**config.mk**
```make
export PLATFORM = sky130hd
export DESIGN_NAME = mp_mul_seq
export DESIGN_NICKNAME = d
export VERILOG_FILES = /design/src/rtl/mp_mul_seq.sv
export SDC_FILE = /design/constraint.sdc
export NUM_CORES = 1
export LEC_CHECK = 0
export CAP_MARGIN = 20
export CORE_AREA = 2 2 131 133
export CTS_CLUSTER_DIAMETER = 150
export DETAILED_ROUTE_END_ITERATION = 6
export DIE_AREA = 0 0 133 135
export PLACE_DENSITY_LB_ADDON = 0.25
export SETUP_SLACK_MARGIN = 0.5
export SYNTH_ARGS = -nofsm -noshare
export SYNTH_HDL_FRONTEND = slang
export SYNTH_SLANG_ARGS = --single-unit
```
**constraint.sdc**
```tcl
create_clock -name clk -period 2.45 [get_ports clk]
set_clock_uncertainty 0.2 [all_clocks]
set_input_delay 0.3675 -clock clk [delete_from_list [all_inputs] [get_ports clk]]
set_output_delay 0.3675 -clock clk [all_outputs]
set_load 0.05 [all_outputs]
```
**src/rtl/mp_mul_seq.sv**
```systemverilog
// Word-serial schoolbook multiplier sequencer: T = A * B over NUM_WORDS-word operands,
// sharing one external MultiplyAdd unit. Optional cycle counter under MP_MUL_PERF_CNT_EN.
`ifndef DATA_WIDTH
`define DATA_WIDTH 32
`endif

module mp_mul_seq #(
    parameter int NUM_WORDS  = 4,
    parameter int ADDR_WIDTH = 4
) (
    input  logic                   clk,
    input  logic                   rst_n,
    input  logic                   start,
    output logic                   busy,
    output logic                   done,
`ifdef MP_MUL_PERF_CNT_EN
    output logic [31:0]            perf_cycles,
`endif
    output logic [ADDR_WIDTH-1:0]  a_addr,
    input  logic [`DATA_WIDTH-1:0] a_rdata,
    output logic [ADDR_WIDTH-1:0]  b_addr,
    input  logic [`DATA_WIDTH-1:0] b_rdata,
    output logic [ADDR_WIDTH-1:0]  t_addr,
    output logic                   t_we,
    output logic [`DATA_WIDTH-1:0] t_wdata,
    input  logic [`DATA_WIDTH-1:0] t_rdata,
    output logic [`DATA_WIDTH-1:0] mac_x,
    output logic [`DATA_WIDTH-1:0] mac_y,
    output logic [`DATA_WIDTH-1:0] mac_z,
    output logic [`DATA_WIDTH-1:0] mac_cin,
    input  logic [`DATA_WIDTH-1:0] mac_s,
    input  logic [`DATA_WIDTH-1:0] mac_cout
);

    localparam int DW = `DATA_WIDTH;

    localparam logic [2:0] S_IDLE  = 3'd0;
    localparam logic [2:0] S_CLEAR = 3'd1;
    localparam logic [2:0] S_ROW   = 3'd2;
    localparam logic [2:0] S_RD    = 3'd3;
    localparam logic [2:0] S_MAC   = 3'd4;
    localparam logic [2:0] S_CARRY = 3'd5;
    localparam logic [2:0] S_DONE  = 3'd6;

    localparam logic [ADDR_WIDTH-1:0] WORD_LAST  = ADDR_WIDTH'(NUM_WORDS - 1);
    localparam logic [ADDR_WIDTH-1:0] CLEAR_LAST = ADDR_WIDTH'(2 * NUM_WORDS - 1);
    localparam logic [ADDR_WIDTH-1:0] NW         = ADDR_WIDTH'(NUM_WORDS);

    logic [2:0]            state_q, state_d;
    logic [ADDR_WIDTH-1:0] i_q, i_d;
    logic [ADDR_WIDTH-1:0] j_q, j_d;     // doubles as the clear address k in CLEAR
    logic [DW-1:0]         carry_q, carry_d;
    logic [DW-1:0]         b_reg_q, b_reg_d;

    logic [ADDR_WIDTH-1:0] ij_addr;
    assign ij_addr = i_q + j_q;

    // ---------------------------------------------------------------- next state
    always_comb begin
        state_d = state_q;
        i_d     = i_q;
        j_d     = j_q;
        carry_d = carry_q;
        b_reg_d = b_reg_q;
        case (state_q)
            S_IDLE: begin
                if (start) begin
                    state_d = S_CLEAR;
                    j_d     = '0;
                end
            end
            S_CLEAR: begin
                if (j_q == CLEAR_LAST) begin
                    state_d = S_ROW;
                    i_d     = '0;
                end else begin
                    j_d = j_q + 1'b1;
                end
            end
            S_ROW: begin
                j_d     = '0;
                carry_d = '0;
                state_d = S_RD;
            end
            S_RD: begin
                // B word addressed in ROW is on b_rdata during the row's first RD
                if (j_q == '0) b_reg_d = b_rdata;
                state_d = S_MAC;
            end
            S_MAC: begin
                carry_d = mac_cout;
                if (j_q == WORD_LAST) begin
                    state_d = S_CARRY;
                end else begin
                    j_d     = j_q + 1'b1;
                    state_d = S_RD;
                end
            end
            S_CARRY: begin
                if (i_q == WORD_LAST) begin
                    state_d = S_DONE;
                end else begin
                    i_d     = i_q + 1'b1;
                    state_d = S_ROW;
                end
            end
            S_DONE: begin
                state_d = S_IDLE;
            end
            default: begin
                state_d = S_IDLE;
            end
        endcase
    end

    always_ff @(posedge clk or negedge rst_n) begin
        if (!rst_n) begin
            state_q <= S_IDLE;
            i_q     <= '0;
            j_q     <= '0;
            carry_q <= '0;
            b_reg_q <= '0;
        end else begin
            state_q <= state_d;
            i_q     <= i_d;
            j_q     <= j_d;
            carry_q <= carry_d;
            b_reg_q <= b_reg_d;
        end
    end

    // ---------------------------------------------------------------- outputs
    // Decoded from state so an asynchronous reset forces every output to 0 at once.
    always_comb begin
        busy    = 1'b0;
        done    = 1'b0;
        a_addr  = '0;
        b_addr  = '0;
        t_addr  = '0;
        t_we    = 1'b0;
        t_wdata = '0;
        mac_x   = '0;
        mac_y   = '0;
        mac_z   = '0;
        mac_cin = '0;
        case (state_q)
            S_CLEAR: begin
                busy   = 1'b1;
                t_addr = j_q;
                t_we   = 1'b1;
            end
            S_ROW: begin
                busy   = 1'b1;
                b_addr = i_q;
            end
            S_RD: begin
                busy   = 1'b1;
                a_addr = j_q;
                t_addr = ij_addr;
            end
            S_MAC: begin
                busy    = 1'b1;
                t_addr  = ij_addr;
                t_we    = 1'b1;
                t_wdata = mac_s;
                mac_x   = a_rdata;
                mac_y   = b_reg_q;
                mac_z   = t_rdata;
                mac_cin = carry_q;
            end
            S_CARRY: begin
                busy    = 1'b1;
                t_addr  = i_q + NW;
                t_we    = 1'b1;
                t_wdata = carry_q;
            end
            S_DONE: begin
                done = 1'b1;
            end
            default: begin
                busy = 1'b0;
            end
        endcase
    end

`ifdef MP_MUL_PERF_CNT_EN
    logic [31:0] perf_q, perf_d;

    always_comb begin
        perf_d = perf_q;
        if (state_q == S_IDLE && start) begin
            perf_d = '0;
        end else if (busy && perf_q != 32'hFFFF_FFFF) begin
            perf_d = perf_q + 32'd1;
        end
    end

    always_ff @(posedge clk or negedge rst_n) begin
        if (!rst_n) perf_q <= '0;
        else        perf_q <= perf_d;
    end

    assign perf_cycles = perf_q;
`endif

endmodule
```
==> impl_metrics.ini, run 1 <==
[timing]
tightestPinTransition_ns = 0.512
timing.fmax_mhz = 413
slew-limit-headroom = 0.659
drv_slew = 0
fin_crit_ns = 2.42
setup_viol = 0
hold_viol = 0
hold_ws_ns = 0.311
post-route-period-util = 0.989
rsz0062_at_grt = yes

[place]
hpwl_um = 16000
port_buffers = 337
gp_congestion = 0.887

[worst_hold_path]
hp-class = reg2reg

[worst_setup_path]
timing.rr.end = j_q[0]$_DFFE_PN0P_
critPathMaxFanout = 2
r2r_cells = 7
r2r_slack_ns = 0.28
path_class = reg2out
worstSetupStartpoint = j_q[1]$_DFFE_PN0P_
cp-end-kind = output port
critPathCapture = t_addr[3]
critPathArrivalTime_ns = 1.85
startpoint_type = register
worstPathRequired_ns = 1.88
r2r-start = j_q[0]$_DFFE_PN0P_

[yosys]
async_reset_ff_frac = 1.00
ys_types = 41
seq_area_frac_synth = 0.419
synth_edf_count = 0
synth.cell_area_um2 = 4470
yosys_warnings = 0
syn_avg_cell_area_um2 = 10.1
synth_flop_cell = dfrtp_1
synth-seq-cells = 75
syn_inst = 445
syn-num-nets = 616

[final_layout]
final_util = 0.741
fin_nets = 998
drive_above_1_share = 0.607
syn_to_final_growth_pct = 172

[grt]
grt_pass1_wl_um = 32900
grt_pass1_vias = 5257
grt_max_degree = 56
track_usage = 0.243
grt_overflow = 0
antenna_found_initial = 2

[clock_tree]
cts_tree = yes
cts_buffer_depth = 2
numCtsBuffers = 9
h-tree-depth = 3
clkLatencyLatePin_ns = 0.35
root_buffer = clkbuf_16
cts.reportedPaths.clkPinSlew_ns = 0.06
clock_sink_count = 75

[job]
maxCapViolCount = 0

[detailed_routing]
num_vias = 5228
drt_iter0_drc = 194
antenna_left = 0
wl_um = 24600
firstDrtPassIters = 4
wl_per_cell_um = 23.3
vias_per_cell = 4.96
drcViolationCount = 0

[floorplanning]
dieHeight_um = 135
num_rows = 47
initial_core_util = 0.273
coreArea_um2 = 16400
io_pins = 338
fp.dieW_um = 133
dieArea_um2 = 18000

[power]
powerDensity_nw_per_um2 = 254
p_leak_nw = 5.34
total_power_mw = 3.08
vdd_drop_max_mv = 0.301

[run_status]
outcome = completed
==> layer usage <==
layer  share of wire  global-route usage  routed length [µm]  vias to the layer above
li1                -                   -                   -                     2348
met1            0.36               0.261                8810                     2613
met2            0.54               0.447               13300                      231
met3           0.080              0.0807                1950                       36
met4           0.021              0.0812                 527                        0
met5               0                   0                   0                        -
==> power by group <==
| part | internal, mW | total, mW | switching (mW) |
|---|---|---|---|
| Clock | 0.812 | 1.36 | 0.551 |
| Combinational | 0.286 | 0.380 | 0.0943 |
| Sequential | 1.29 | 1.34 | 0.0473 |
| Total | 2.39 | 3.08 | 0.693 |
==> flip-flops by register name, summed over array words and instances (netlist names) <==
register	cells
b_reg_q	32
carry_q	32
i_q	4
j_q	4
state_q	3
==> critical path, cell delays in order (launching register included) <==
cell     delay [ns]
dfrtp_2        0.44
ha_4           0.25
a21o_1         0.19
a21oi_2        0.18
xnor2_2        0.11
o22ai_4        0.18
buf_12         0.16
==> layout by cell type, fill, tap and decap left out, types with 3 or more instances in the layout <==
cell type and count:
buf_16 7, mux2i_1 4, nand3_1 8, nor2_4 4, dfrtp_1 68, dfrtp_2 7, inv_1 6, a21o_1 3
buf_8 4, nor2_1 6, and2_4 131, ha_4 3, nand2b_4 3, nor4_4 3, mux2_4 32, a22o_4 32
clkdlybuf4s50_1 161, o21ai_2 3, buf_12 187, buf_4 26, nor3_4 5, clkbuf_16 18, a22o_1 34, nand2_1 9
clkinv_2 3, ha_1 3, a21oi_1 3, o21ai_0 4, buf_6 12
==> area by class of cell <==
type | count | area, µm²
antenna | 2 | 5.00
clock buffer | 11 | 243
clock inverter | 5 | 52.6
fill | 1006 | 4260
inverter | 8 | 38.8
multi-input combinational | 325 | 3450
sequential | 75 | 1890
tap | 220 | 275
timing repair buffer | 408 | 6210
==> repair_timing <==
action,in CTS,in global routing
hold endpoints to repair,32,0
gates cloned,7,12
hold buffers,1,0
pin swaps,7,51
resized for setup,32,98
buffers inserted,12,25
setup endpoints to repair,212,213
==> cell usage after synthesis, types with 4 or more instances <==
master | number | area, µm²
and2_1 | 131 | 820
dfrtp_1 | 75 | 1880
a22o_1 | 66 | 578
mux2_1 | 33 | 372
buf_2 | 18 | 90.1
clkbuf_1 | 17 | 63.8
nand2_1 | 10 | 37.5
nor2_1 | 10 | 37.5
nand3_1 | 8 | 40.0
ha_1 | 7 | 87.6
inv_1 | 7 | 26.3
o21ai_0 | 6 | 30.0
a21oi_1 | 5 | 25.0
nor3_1 | 5 | 25.0
mux2i_1 | 4 | 40.0
==> how the worst min path moves through the flow <==
stage	cells past startpoint	endpoint	from	slack [ns]
final	1	b_reg_q[23]$_DFFE_PN0P_	b_reg_q[23]$_DFFE_PN0P_	0.31
after floorplan	0	b_reg_q[0]$_DFFE_PN0P_	rst_n	-0.13
after global routing	1	b_reg_q[16]$_DFFE_PN0P_	b_reg_q[16]$_DFFE_PN0P_	0.32
after CTS	1	b_reg_q[21]$_DFFE_PN0P_	b_reg_q[21]$_DFFE_PN0P_	0.29
after global placement	1	b_reg_q[0]$_DFFE_PN0P_	rst_n	0.17
after detailed placement	1	b_reg_q[27]$_DFFE_PN0P_	rst_n	0.18
==> logic make-up after synthesis <==
family                     Yosys count  synth area share
xor gates and xnor gates             4           0.00783
and+or+nand+nor                    180             0.240
DFF                                 75             0.419
AOI/OAI and AO/OA                   96             0.174
muxes                               37            0.0920
buffers and inverters               45            0.0428
adders and majority gates            8            0.0240
==> metrics by stage <==
stage / std cells / setup slack [ns] / setup TNS [ns] / cell area [µm²]
after floorplan: 445 / 0.114 / 0 / 5200
after global placement: 979 / 0.349 / 0 / 10600
after detailed placement: 979 / 0.285 / 0 / 10600
after CTS: 1015 / 0.0634 / 0 / 11300
after global routing: 1054 / -0.0424 / -0.119 / 12200
final: 1054 / 0.0277 / 0 / 12200
Power figures use the tool's default switching activity.
==> run 2, diff against run 1 <==
==> constraint.sdc (replaced) <==
create_clock -name clk -period 2.9 [get_ports clk]
set_clock_uncertainty 0.2 [all_clocks]
set_input_delay 0.435 -clock clk [delete_from_list [all_inputs] [get_ports clk]]
set_output_delay 0.435 -clock clk [all_outputs]
set_load 0.05 [all_outputs]
==> run 2 against run 1 <==
Compared with the run above: non-clock buffer count rose by 11; largest power group unchanged; routed wire length rose by 2.4%; critical path depth rose by 1; register-to-register slack improved by 0.30 ns; clock power fell by 11%; via count rose by 0.82%; cell count rose by 1.0%.
==> impl_metrics.ini, run 2 (synthesis gave the netlist of run 1 again) <==
[place]
hpwl_um = 15700
port_buffers = 337
gp_congestion = 0.919
placed_cells_incl_taps = 973

[timing]
rsz0062_at_grt = yes
fin_crit_ns = 2.50
post-route-period-util = 0.863
hold_ws_ns = 0.0541
setup_viol = 0
slew-limit-headroom = 0.346
tightestPinTransition_ns = 0.982
drv_slew = 0
timing.fmax_mhz = 400
hold_viol = 0

[grt]
track_usage = 0.252
grt_pass1_wl_um = 33900
antenna_found_initial = 2
grt_pass1_vias = 5357
grt_overflow = 0
grt_max_degree = 76

[floorplanning]
dieArea_um2 = 18000
fp.dieW_um = 133
dieHeight_um = 135
num_rows = 47
coreArea_um2 = 16400
io_pins = 338
initial_core_util = 0.273

[worst_setup_path]
r2r_slack_ns = 0.58
worstPathRequired_ns = 2.27
cp-end-kind = output port
critPathMaxFanout = 8
critPathArrivalTime_ns = 1.87
r2r-start = j_q[1]$_DFFE_PN0P_
timing.rr.end = j_q[0]$_DFFE_PN0P_
critPathTopFamily = buffers and inverters
path_class = reg2out
cp.depth = 7
startpoint_type = register
crit_top_cell = buf_12
worst-path-buf-inv = 4
worst_path_max_delay_cell = dfrtp_2
r2r_cells = 6
path_cells = buf_6 -> nor2b_4 -> and2_4 -> buf_12 -> buf_16 -> a22o_4 -> buf_12
critical_path.max_stage_delay_ns = 0.43

[power]
p_leak_nw = 5.10
powerDensity_nw_per_um2 = 222
vdd_drop_max_mv = 0.354
total_power_mw = 2.64

[detailed_routing]
drcViolationCount = 0
num_vias = 5271
vias_per_cell = 4.95
wl_um = 25100
firstDrtPassIters = 4
drt_iter0_drc = 249
wl_per_cell_um = 23.6
antenna_left = 0

[run_status]
outcome = completed

[final_layout]
final_cell_mix = 179 x buf_12, 161 x clkdlybuf4s50_1, 127 x and2_4, 66 x dfrtp_1, 48 x a22o_1
seq_area_um2 = 1890
fin_nets = 1009
largestRegisters = b_reg_q (32), carry_q (32)
final_common_cell = buf_12
multi_input_area_um2 = 3020
final_cells = 1065
syn_to_final_growth_pct = 166
drive_above_1_share = 0.529
nFillCells = 1034

[job]
maxCapViolCount = 0

[clock_tree]
root_buffer = clkbuf_16
clock_sink_count = 75
cts_tree = yes
clkLatencyLatePin_ns = 0.34
h-tree-depth = 3
cts.reportedPaths.clkPinSlew_ns = 0.06
cts_buffer_depth = 2
numCtsBuffers = 9

[worst_hold_path]
hp-class = in2async
-- run 2: changes by cell type in the layout (fill, tap and decap cells not counted), sizes merged --
cell         delta
dlygate4sd3     -1
inv             +2
dlygate4sd2     +2
buf            +10
bufinv          +1
clkinv          -2
clkbuf          -1
-- run 2: through the flow --
stage	worst slack (ns)	instance area, µm²	setup TNS [ns]	utilization
global placement	0.431	9700	0	0.591
finish	0.398	11900	0	0.725
CTS	0.372	11200	0	0.682
floorplan	-0.0217	4490	-0.0650	-
detailed placement	0.366	9700	0	0.591
global route	0.342	11900	0	0.725
-- run 2: worst max-delay path by stage --
stage	from	endpoint	slack, ns
after global placement	state_q[0]$_DFFE_PN0P_	t_wdata[30]	0.43
after floorplan	state_q[2]$_DFFE_PN0P_	b_addr[0]	-0.02
after detailed placement	state_q[0]$_DFFE_PN0P_	t_wdata[25]	0.37
after global routing	state_q[0]$_DFFE_PN0P_	t_wdata[17]	0.34
final	state_q[0]$_DFFE_PN0P_	t_wdata[28]	0.40
after CTS	state_q[0]$_DFFE_PN0P_	t_wdata[31]	0.37
-- run 2: final cells by class --
cell class	instances	area share
multi-input combinational	325	0.253
tap	220	0.0231
clock buffer	10	0.0192
antenna	2	0.000421
inverter	8	0.00252
sequential	75	0.159
timing repair buffer	419	0.535
clock inverter	6	0.00747
-- run 2: layer usage --
metal,routed length [µm],vias to the layer above,global-route usage
met2,13700,245,0.466
met1,9070,2616,0.273
li1,-,2367,-
met3,1560,43,0.0755
met5,0,-,0
met4,806,0,0.0902
-- run 2: where the power goes --
| part | switching [mW] | internal [mW] | total, mW |
|---|---|---|---|
| clock | 0.456 | 0.755 | 1.21 |
| combinational | 0.0751 | 0.218 | 0.293 |
| sequential | 0.0417 | 1.09 | 1.13 |
-- run 2: timing repair --
action | in CTS | in global routing
cloned | 16 | 10
buffers inserted | 31 | 17
resized for setup | 135 | 98
hold endpoints to repair | 0 | 0
pin swaps | 17 | 70
hold buffers | 0 | 0
endpoints found under the setup margin | 172 | 169
